`config.mk`:
```
export PLATFORM = sky130hd
export DESIGN_NAME = ram_port_arbiter
export DESIGN_NICKNAME = d
export VERILOG_FILES = /design/src/rtl/ram_port_arbiter.sv
export SDC_FILE = /design/constraint.sdc
export NUM_CORES = 1
export LEC_CHECK = 0
export CORE_MARGIN = 2
export CORE_UTILIZATION = 54
export CTS_CLUSTER_DIAMETER = 80
export DETAILED_ROUTE_END_ITERATION = 12
export PLACE_DENSITY_LB_ADDON = 0.12
export RECOVER_POWER = 50
export SETUP_SLACK_MARGIN = 0.02
export SYNTH_ARGS = -nofsm -noshare
export SYNTH_HDL_FRONTEND = slang
export SYNTH_SLANG_ARGS = --single-unit
```
`constraint.sdc`:
```
create_clock -name clk_48 -period 2.3 [get_ports clk_48]
set_input_delay 0.23 -clock clk_48 [delete_from_list [all_inputs] [get_ports clk_48]]
set_output_delay 0.23 -clock clk_48 [all_outputs]
set_load 0.05 [all_outputs]
```
`src/rtl/ram_port_arbiter.sv`:
```
// ram_port_arbiter
//
// This block arbitrates a single registered RAM write/read port between
// three masters:
//   - an optional RAM clear engine, which sweeps all 64 KiB with CLR_VALUE;
//   - the CPU, which is served combinationally (cpu_ack in the request cycle);
//   - a tape loader, whose writes are buffered in a small FIFO and drained
//     into RAM whenever the CPU leaves the port idle.
//
// Configuration macro:
//   RAM_CLEAR_EN  - when defined, the clear engine is built. When it is not
//                   defined, clr_start is ignored and clr_busy/clr_done are
//                   tied to 0.
//
// Parameters:
//   FIFO_DEPTH    - tape-write FIFO depth in entries (power of two, 2..16)
//   CLR_VALUE     - byte written by the clear engine
//
// Ports:
//   clk_48        in   sole clock, rising edge
//   reset         in   asynchronous active-high reset
//   clr_start     in   one-cycle pulse requesting a full RAM clear
//   cpu_cs        in   CPU access request for the current cycle
//   cpu_we        in   CPU write (1) / read (0)
//   cpu_ad        in   CPU address
//   cpu_d         in   CPU write data
//   tape_wr       in   tape loader write strobe
//   tape_addr     in   tape loader address
//   tape_dout     in   tape loader data
//   ram_ad        out  registered RAM address
//   ram_d         out  registered RAM write data
//   ram_we        out  registered RAM write enable
//   cpu_ack       out  CPU access issued to RAM this cycle (combinational)
//   tape_full     out  FIFO full, tape_wr is refused
//   tape_ovf      out  sticky: a tape write was refused
//   clr_busy      out  clear engine owns the RAM port
//   clr_done      out  one-cycle pulse when the clear finishes

module ram_port_arbiter #(
  parameter int unsigned FIFO_DEPTH = 4,
  parameter logic [7:0]  CLR_VALUE  = 8'hFF
) (
  input  logic        clk_48,
  input  logic        reset,
  input  logic        clr_start,
  input  logic        cpu_cs,
  input  logic        cpu_we,
  input  logic [15:0] cpu_ad,
  input  logic [7:0]  cpu_d,
  input  logic        tape_wr,
  input  logic [15:0] tape_addr,
  input  logic [7:0]  tape_dout,
  output logic [15:0] ram_ad,
  output logic [7:0]  ram_d,
  output logic        ram_we,
  output logic        cpu_ack,
  output logic        tape_full,
  output logic        tape_ovf,
  output logic        clr_busy,
  output logic        clr_done
);

  localparam int unsigned PTR_W = $clog2(FIFO_DEPTH);
  localparam int unsigned CNT_W = PTR_W + 1;

  typedef enum logic {IDLE, CLEAR} state_t;

  state_t      state, state_next;
  logic [15:0] clr_cnt, clr_cnt_next;
  logic        clr_done_q, clr_done_next;
  logic        clr_go;

  logic [15:0]      fifo_ad [FIFO_DEPTH];
  logic [7:0]       fifo_d  [FIFO_DEPTH];
  logic [PTR_W-1:0] wr_ptr, rd_ptr;
  logic [CNT_W-1:0] count;
  logic             push, pop;
  logic             grant_cpu;

  // A clear request only takes effect from IDLE, and it wins over any CPU
  // or FIFO grant in that same cycle.
`ifdef RAM_CLEAR_EN
  assign clr_go   = clr_start && (state == IDLE);
  assign clr_busy = (state == CLEAR);
  assign clr_done = clr_done_q;
`else
  logic unused_clr;
  assign clr_go     = 1'b0;
  assign clr_busy   = 1'b0;
  assign clr_done   = 1'b0;
  assign unused_clr = ^{clr_start, clr_done_q};
`endif

  assign grant_cpu = cpu_cs && (state == IDLE) && !clr_go;
  assign cpu_ack   = grant_cpu;

  // Full is taken from the registered count only, so a pop in this cycle
  // never makes room for a push in the same cycle.
  assign tape_full = (count == CNT_W'(FIFO_DEPTH));
  assign push      = tape_wr && !tape_full;
  assign pop       = (state == IDLE) && !clr_go && !cpu_cs && (count != '0);

  always_ff @(posedge clk_48 or posedge reset) begin
    if (reset) begin
      state      <= IDLE;
      clr_cnt    <= '0;
      clr_done_q <= 1'b0;
    end else begin
      state      <= state_next;
      clr_cnt    <= clr_cnt_next;
      clr_done_q <= clr_done_next;
    end
  end

  always_comb begin
    state_next    = state;
    clr_cnt_next  = clr_cnt;
    clr_done_next = 1'b0;
    case (state)
      IDLE: begin
        if (clr_go) begin
          state_next   = CLEAR;
          clr_cnt_next = 16'h0000;
        end
      end
      CLEAR: begin
        clr_cnt_next = clr_cnt + 16'd1;
        // The last address written is 16'hFFFF; leave on that same edge.
        if (clr_cnt == 16'hFFFF) begin
          state_next    = IDLE;
          clr_done_next = 1'b1;
        end
      end
      default: state_next = IDLE;
    endcase
  end

  // RAM port register: clear sweep, then CPU, then FIFO head; otherwise
  // only the write enable drops and address/data hold.
  always_ff @(posedge clk_48 or posedge reset) begin
    if (reset) begin
      ram_ad <= '0;
      ram_d  <= '0;
      ram_we <= 1'b0;
    end else if (state == CLEAR) begin
      ram_ad <= clr_cnt;
      ram_d  <= CLR_VALUE;
      ram_we <= 1'b1;
    end else if (grant_cpu) begin
      ram_ad <= cpu_ad;
      ram_d  <= cpu_d;
      ram_we <= cpu_we;
    end else if (pop) begin
      ram_ad <= fifo_ad[rd_ptr];
      ram_d  <= fifo_d[rd_ptr];
      ram_we <= 1'b1;
    end else begin
      ram_we <= 1'b0;
    end
  end

  always_ff @(posedge clk_48) begin
    if (push) begin
      fifo_ad[wr_ptr] <= tape_addr;
      fifo_d[wr_ptr]  <= tape_dout;
    end
  end

  // Pointers are exactly PTR_W bits wide, so they wrap modulo FIFO_DEPTH.
  always_ff @(posedge clk_48 or posedge reset) begin
    if (reset) begin
      wr_ptr   <= '0;
      rd_ptr   <= '0;
      count    <= '0;
      tape_ovf <= 1'b0;
    end else begin
      if (push) wr_ptr <= wr_ptr + 1'b1;
      if (pop)  rd_ptr <= rd_ptr + 1'b1;
      case ({push, pop})
        2'b10:   count <= count + 1'b1;
        2'b01:   count <= count - 1'b1;
        default: count <= count;
      endcase
      if (tape_wr && tape_full) tape_ovf <= 1'b1;
    end
  end

endmodule

```
==> results.sh, run 1 <==
export IMPL_cp_start_kind="flip-flop"
export IMPL_clock_root_buffer="clkbuf_8"
export IMPL_place_port_buffers=80
export IMPL_syn_inst=357
export IMPL_cp_startpoint="state"
export IMPL_cts_setup_buffers=0
export IMPL_slowest_stage="dfrtp_1"
export IMPL_rsz0062_at_grt="false"
export IMPL_grt_ovfl_total=0
export IMPL_drive_above_1_share=0.133
export IMPL_wl_per_cell_um=18.9
export IMPL_grt_use_total=0.208
export IMPL_p_leak_uw=0.00287
export IMPL_antenna_found_initial=1
export IMPL_hpwlAfterDp_mm=7.07
export IMPL_drt_wl_total_mm=11.5
export IMPL_fin_crit_sh=0.876
export IMPL_drt_initial_drc_count=262
export IMPL_first_pass_iters=6
export IMPL_postSynthAreaPerCell_um2=16.6
export IMPL_setup_slack_ps=285
export IMPL_critPathKind="flip-flop to output port"
export IMPL_hold_buffers=0
export IMPL_dieArea_um2=11800
export IMPL_fin_util=0.704
export IMPL_p_per_area_nw_per_um2=1260
export IMPL_ir_worst_vdd_uv=719
export IMPL_final_fill_count=731
export IMPL_cp_arrival_ps=1790
export IMPL_pre_cts_ws_ps=233
export IMPL_holdWs_ps=282
export IMPL_grt_max_degree=51
export IMPL_num_rows=38
export IMPL_status="completed"
export IMPL_clkTransAtPathRegs_ps=60
export IMPL_final_max_slew_viol_count=0
export IMPL_grt_pass1_vias=3347
export IMPL_slowest_delay_ps=410
export IMPL_grt_pass1_wl_mm=17.7
export IMPL_layout_min_cycle_time_ps=2020
export IMPL_cts_made_buffers=17
export IMPL_setup_violations=0
export IMPL_final_setup_tns_ps=0
export IMPL_cp_end_kind="output port"
export IMPL_skew_ps=5.11
export IMPL_synth_warning_count=0
export IMPL_cap_violations=0
export IMPL_fin_nets=514
export IMPL_ioPinCount=84
export IMPL_coreArea_um2=10800
export IMPL_worst_pin_slew_ps=1290
export IMPL_yosys_register_bits=146
export IMPL_gp_congestion=0.739
export IMPL_synth_area_um2=5920
export IMPL_critPathMaxFanout=31
export IMPL_yosysUniqueCellTypes=37
export IMPL_synth_edf_count=96
export IMPL_cts_repair_resized=1
export IMPL_area_delta_synth_final_pct=28.2
export IMPL_max_clock_freq_mhz=496
export IMPL_cts_tree="built"
export IMPL_clkSinkCount=146
export IMPL_worst_path_most_repeated_cell="buf_4"
export IMPL_clockBufferDepth=2
export IMPL_timing_rr_start="state"
export IMPL_synthFlopType="edfxtp_1"
export IMPL_start_util=0.549
export IMPL_hold_class="primary input to flip-flop"
export IMPL_synthArstFlopShare=0.342
export IMPL_finalHoldViolCount=0
export IMPL_rr_worst_depth=5
export IMPL_htreeDepth=4
export IMPL_vias=3427
export IMPL_r2r_end="clr_cnt[15]"
export IMPL_endpoint="cpu_ack"
export IMPL_r2r_slack_ps=330
export IMPL_slew_headroom=0.140
export IMPL_die_w_um=109
export IMPL_drtAntennaViolNets=0
export IMPL_drcViolationCount=0
export IMPL_die_h_um=109
export IMPL_crit_chain="buf_4 > nor2b_1 > buf_4 > buf_12"
export IMPL_ys_seq_area_frac=0.698
export IMPL_clkLatencyLatePin_ps=510
export IMPL_via_per_inst=5.65
export IMPL_crit_required_ps=2070
## cell families (layout without fill, tap and decap cells)
kind of cell | count (synthesis) | count (layout) | share of synthesized area
buffers and inverters | 33 | 141 | 0.0300
other | 1 | 3 | 0.000633
DFF | 146 | 146 | 0.698
and+or+nand+nor | 71 | 71 | 0.0585
xor gates and xnor gates | 21 | 21 | 0.0311
muxes | 27 | 27 | 0.106
adders and majority gates | 7 | 7 | 0.0161
AOI/OAI and AO/OA | 51 | 51 | 0.0596
## how the worst min path moves through the flow
| stage | start | endpoint | slack (ps) | cells past startpoint |
|---|---|---|---|---|
| after floorplan | tape_addr[0] | fifo_ad[0][0] | 330 | 0 |
| after global placement | tape_ovf | tape_ovf | 440 | 1 |
| after detailed placement | tape_ovf | tape_ovf | 470 | 1 |
| after CTS | reset | ram_d[6] | 240 | 3 |
| after global routing | cpu_we | ram_we | 280 | 3 |
| final | cpu_we | ram_we | 280 | 3 |
## cell usage in the layout, fill, tap and decap left out, drive strengths merged
cell type       n
fa              1
nand3           3
mux2i           1
dfrtp          50
nand2b          8
xnor2          11
clkinvlp        4
clkdlybuf4s50  53
a31oi           8
o31a            1
a22oi           1
clkbuf         22
bufinv          5
inv            10
nor2b           2
and3            1
dlygate4sd3    25
a21oi          24
nor3            7
diode           1
mux2            2
conb            2
clkinv          6
a222oi         15
nand4           7
nor2           30
xor2           10
or2             2
dlygate4sd2     1
edfxtp         96
and2            6
a221oi          1
buf            15
mux4           24
a21o            1
nand2           5
ha              6
## power by group
group	switching (uW)	internal (uW)	total [uW]
combinational	1800	1250	3040
sequential	224	3450	3680
clock	1010	1870	2880
## layer usage
layer / up-vias / routed length, um / track usage
li1: 1577 / - / -
met1: 1714 / 4930 / 0.278
met2: 123 / 5640 / 0.334
met3: 13 / 716 / 0.0514
met4: 0 / 170 / 0.0815
met5: - / 0 / 0
## through the flow
stage / power (uW) / std cells / cell area (um2)
2_1_floorplan: 5760 / 358 / 5930
6_report: 9600 / 607 / 7590
3_3_place_gp: 6720 / 574 / 6980
3_5_place_dp: 6800 / 574 / 6980
4_1_cts: 9700 / 606 / 7600
5_1_grt: 10000 / 607 / 7590
## flip-flops by register name (all words and copies together) (netlist names)
name,cells
ram_d,8
count,3
rd_ptr,2
tape_ovf,1
ram_ad,16
wr_ptr,2
ram_we,1
state,1
fifo_ad,64
fifo_d,32
clr_cnt,16
## cell type report
type	instances	area, um2	share of cell area
flip-flops and latches	146	4130	0.544
multi-input cells	179	1620	0.213
repair buffers	98	993	0.131
clock buffers	18	418	0.0550
clock inverters	14	213	0.0280
well taps	140	175	0.0231
inverters	11	41.3	0.00544
diodes	1	2.50	0.000330
## synth_stat cells (2+ instances only)
cell type,count,area [um2]
a21oi_1,24,120
a222oi_1,15,150
a31oi_1,8,50.1
and2_1,6,37.5
buf_1,3,11.3
buf_2,4,20.0
buf_4,2,15.0
buf_6,2,22.5
clkbuf_1,9,33.8
dfrtp_1,50,1250
edfxtp_1,96,2880
ha_1,6,75.1
inv_1,11,41.3
mux2_2,2,22.5
mux4_1,15,394
mux4_2,9,203
nand2_1,5,18.8
nand2b_1,8,50.1
nand3_1,3,15.0
nand4_1,7,43.8
nor2_1,29,109
nor2b_1,2,12.5
nor3_1,7,35.0
or2_2,2,12.5
xnor2_1,11,96.3
xor2_1,10,87.6
## critical path, delay by kind of cell, from the launching register on
kind,cells,cell delay [ps]
AND/OR/NAND/NOR,1,160
buffers and inverters,3,700
flip-flops,1,410
Note: power is estimated with default switching activity, not from simulation.
==> run 2: changes to the inputs <==
- CORE_MARGIN: 2 -> 1.5
==> run 2 against run 1 <==
Compared with the run above:
- global-route usage grew 0.94 points
- first-iteration DRC count is 40% higher
- cell count rose by 0.66%
- non-clock buffer count is 4 higher
- critical path depth is 1 lower
- count of clock-buffer cells in the layout stayed put
- die area shrank 1.8%
- worst setup slack improved by 12 ps
- power decreased by 2.7%
- design area down 0.49%
- utilization about the same
- combinational power shrank 2%
- largest cell class unchanged
==> results.sh, run 2 (synthesis results as in run 1) <==
export IMPL_drcViolationCount=0
export IMPL_start_util=0.551
export IMPL_r2r_end="fifo_ad[0][6]"
export IMPL_grt_use_met3=0.0630
export IMPL_timing_rr_start="count[0]"
export IMPL_place_port_buffers=80
export IMPL_final_setup_tns_ps=0
export IMPL_cts_tree="built"
export IMPL_grt_pass1_wl_mm=18.3
export IMPL_layout_min_cycle_time_ps=2000
export IMPL_skew_ps=5.77
export IMPL_hold_class="primary input to flip-flop"
export IMPL_via_per_inst=5.59
export IMPL_grt_pass1_vias=3501
export IMPL_min_path_cells=3
export IMPL_hpwlAfterDp_mm=7.60
export IMPL_grt_max_degree=51
export IMPL_max_clock_freq_mhz=499
export IMPL_clkTransAtPathRegs_ps=60
export IMPL_clkLatencyLatePin_ps=520
export IMPL_die_w_um=108
export IMPL_slowest_stage="dlygate4sd2_1"
export IMPL_crit_required_ps=2070
export IMPL_fin_nets=518
export IMPL_slew_headroom=0.136
export IMPL_grt_met2_usage=0.354
export IMPL_crit_cells=3
export IMPL_critPathMaxFanout=3
export IMPL_rr_worst_depth=6
export IMPL_reg_largest_list="fifo_ad (64), fifo_d (32)"
export IMPL_min_delay_start="cpu_we"
export IMPL_vias=3416
export IMPL_cts_made_buffers=17
export IMPL_fin_crit_sh=0.871
export IMPL_gp_congestion=0.794
export IMPL_dieArea_um2=11600
export IMPL_crit_chain="inv_1 > and3_2 > dlygate4sd2_1"
export IMPL_rsz0062_at_grt="false"
export IMPL_cp_end_kind="output port"
export IMPL_drt_initial_drc_count=368
export IMPL_mostFrequentLayoutCell="edfxtp_1"
export IMPL_cap_violations=0
export IMPL_regMostFlops="fifo_ad"
export IMPL_final_cell_mix="edfxtp_1 (96), clkdlybuf4s50_1 (53), dfrtp_1 (50)"
export IMPL_wl_per_cell_um=18.4
export IMPL_antenna_found_initial=1
export IMPL_setup_violations=0
export IMPL_drtAntennaViolNets=0
export IMPL_hold_buffers=0
export IMPL_largest_register_ffs=64
export IMPL_finalHoldViolCount=0
export IMPL_first_pass_iters=7
export IMPL_cp_startpoint="count[0]"
export IMPL_drt_wl_total_mm=11.2
export IMPL_coreArea_um2=10700
export IMPL_drive_above_1_share=0.138
export IMPL_status="completed"
export IMPL_p_per_area_nw_per_um2=1240
export IMPL_die_h_um=108
export IMPL_cp_start_kind="flip-flop"
export IMPL_grt_busiest_layer="met2"
export IMPL_htreeDepth=4
export IMPL_path_buf_inv=2
export IMPL_grt_use_total=0.218
export IMPL_cpLargestDelayFamily="buffers and inverters"
export IMPL_clock_root_buffer="clkbuf_8"
export IMPL_worst_pin_slew_ps=1300
export IMPL_num_rows=38
export IMPL_p_leak_uw=0.00286
export IMPL_ir_worst_vdd_uv=764
export IMPL_area_delta_synth_final_pct=27.6
export IMPL_critPathKind="flip-flop to output port"
export IMPL_clockBufferDepth=2
export IMPL_r2r_slack_ps=360
export IMPL_hold_path_endpoint="ram_we"
export IMPL_grt_util_met1=0.285
export IMPL_grt_ovfl_total=0
export IMPL_holdWs_ps=286
export IMPL_final_max_slew_viol_count=0
export IMPL_cp_arrival_ps=1770
export IMPL_slowest_delay_ps=530
export IMPL_ioPinCount=84
export IMPL_clkSinkCount=146
==> run 2: changes by cell type in the layout (fill, tap and decap cells not counted), sizes merged <==
cell / previous run / this run
buf: 15 / 21
clkbuf: 22 / 20
bufinv: 5 / 3
clkinvlp: 4 / 6
==> run 2: tightest hold or removal path, stage by stage <==
cell and delay [ps]:
clkdlybuf4s50_1 420, inv_1 60, a22oi_1 60
==> run 2: final cells by class <==
class	count	area, um2
tap	140	175
clock inverter	14	165
clock buffer	18	418
fill	757	3190
multi-input combinational	179	1610
timing repair buffer	102	1010
inverter	11	41.3
sequential	146	4130
antenna	1	2.50
==> run 2: how the worst max path moves through the flow <==
stage                                to  slack [ps]
after CTS                     tape_full         270
after global routing           count[2]         220
after global placement         count[2]         270
after floorplan           fifo_ad[0][0]         200
after detailed placement       count[2]         180
final                         tape_full         300
==> run 2: metal layers <==
metal,up-vias,share of wire
met1,1707,0.43
met5,-,0
li1,1590,-
met4,0,0.012
met2,106,0.50
met3,13,0.055
==> run 2: power by group <==
part | leakage, uW | internal [uW] | total (uW) | switching, uW
sequential | 0.00150 | 3450 | 3700 | 250
clock | 0.000264 | 1640 | 2660 | 1020
combinational | 0.00109 | 1240 | 2980 | 1730
==> run 2: timing repair <==
action	CTS	global route
endpoints found under the setup margin	1	0
resized for setup	1	0
buffers inserted	0	0
==> run 2: stage by stage <==
stage               cell area, um2  total power [uW]  std cells  setup WS [ps]   util
floorplan                     5930              5760        358            195      -
global placement              6980              6710        578            266  0.650
detailed placement            6980              6790        578            177  0.650
CTS                           7560              9460        610            273  0.704
global route                  7560              9790        611            217  0.703
finish                        7560              9340        611            297  0.703
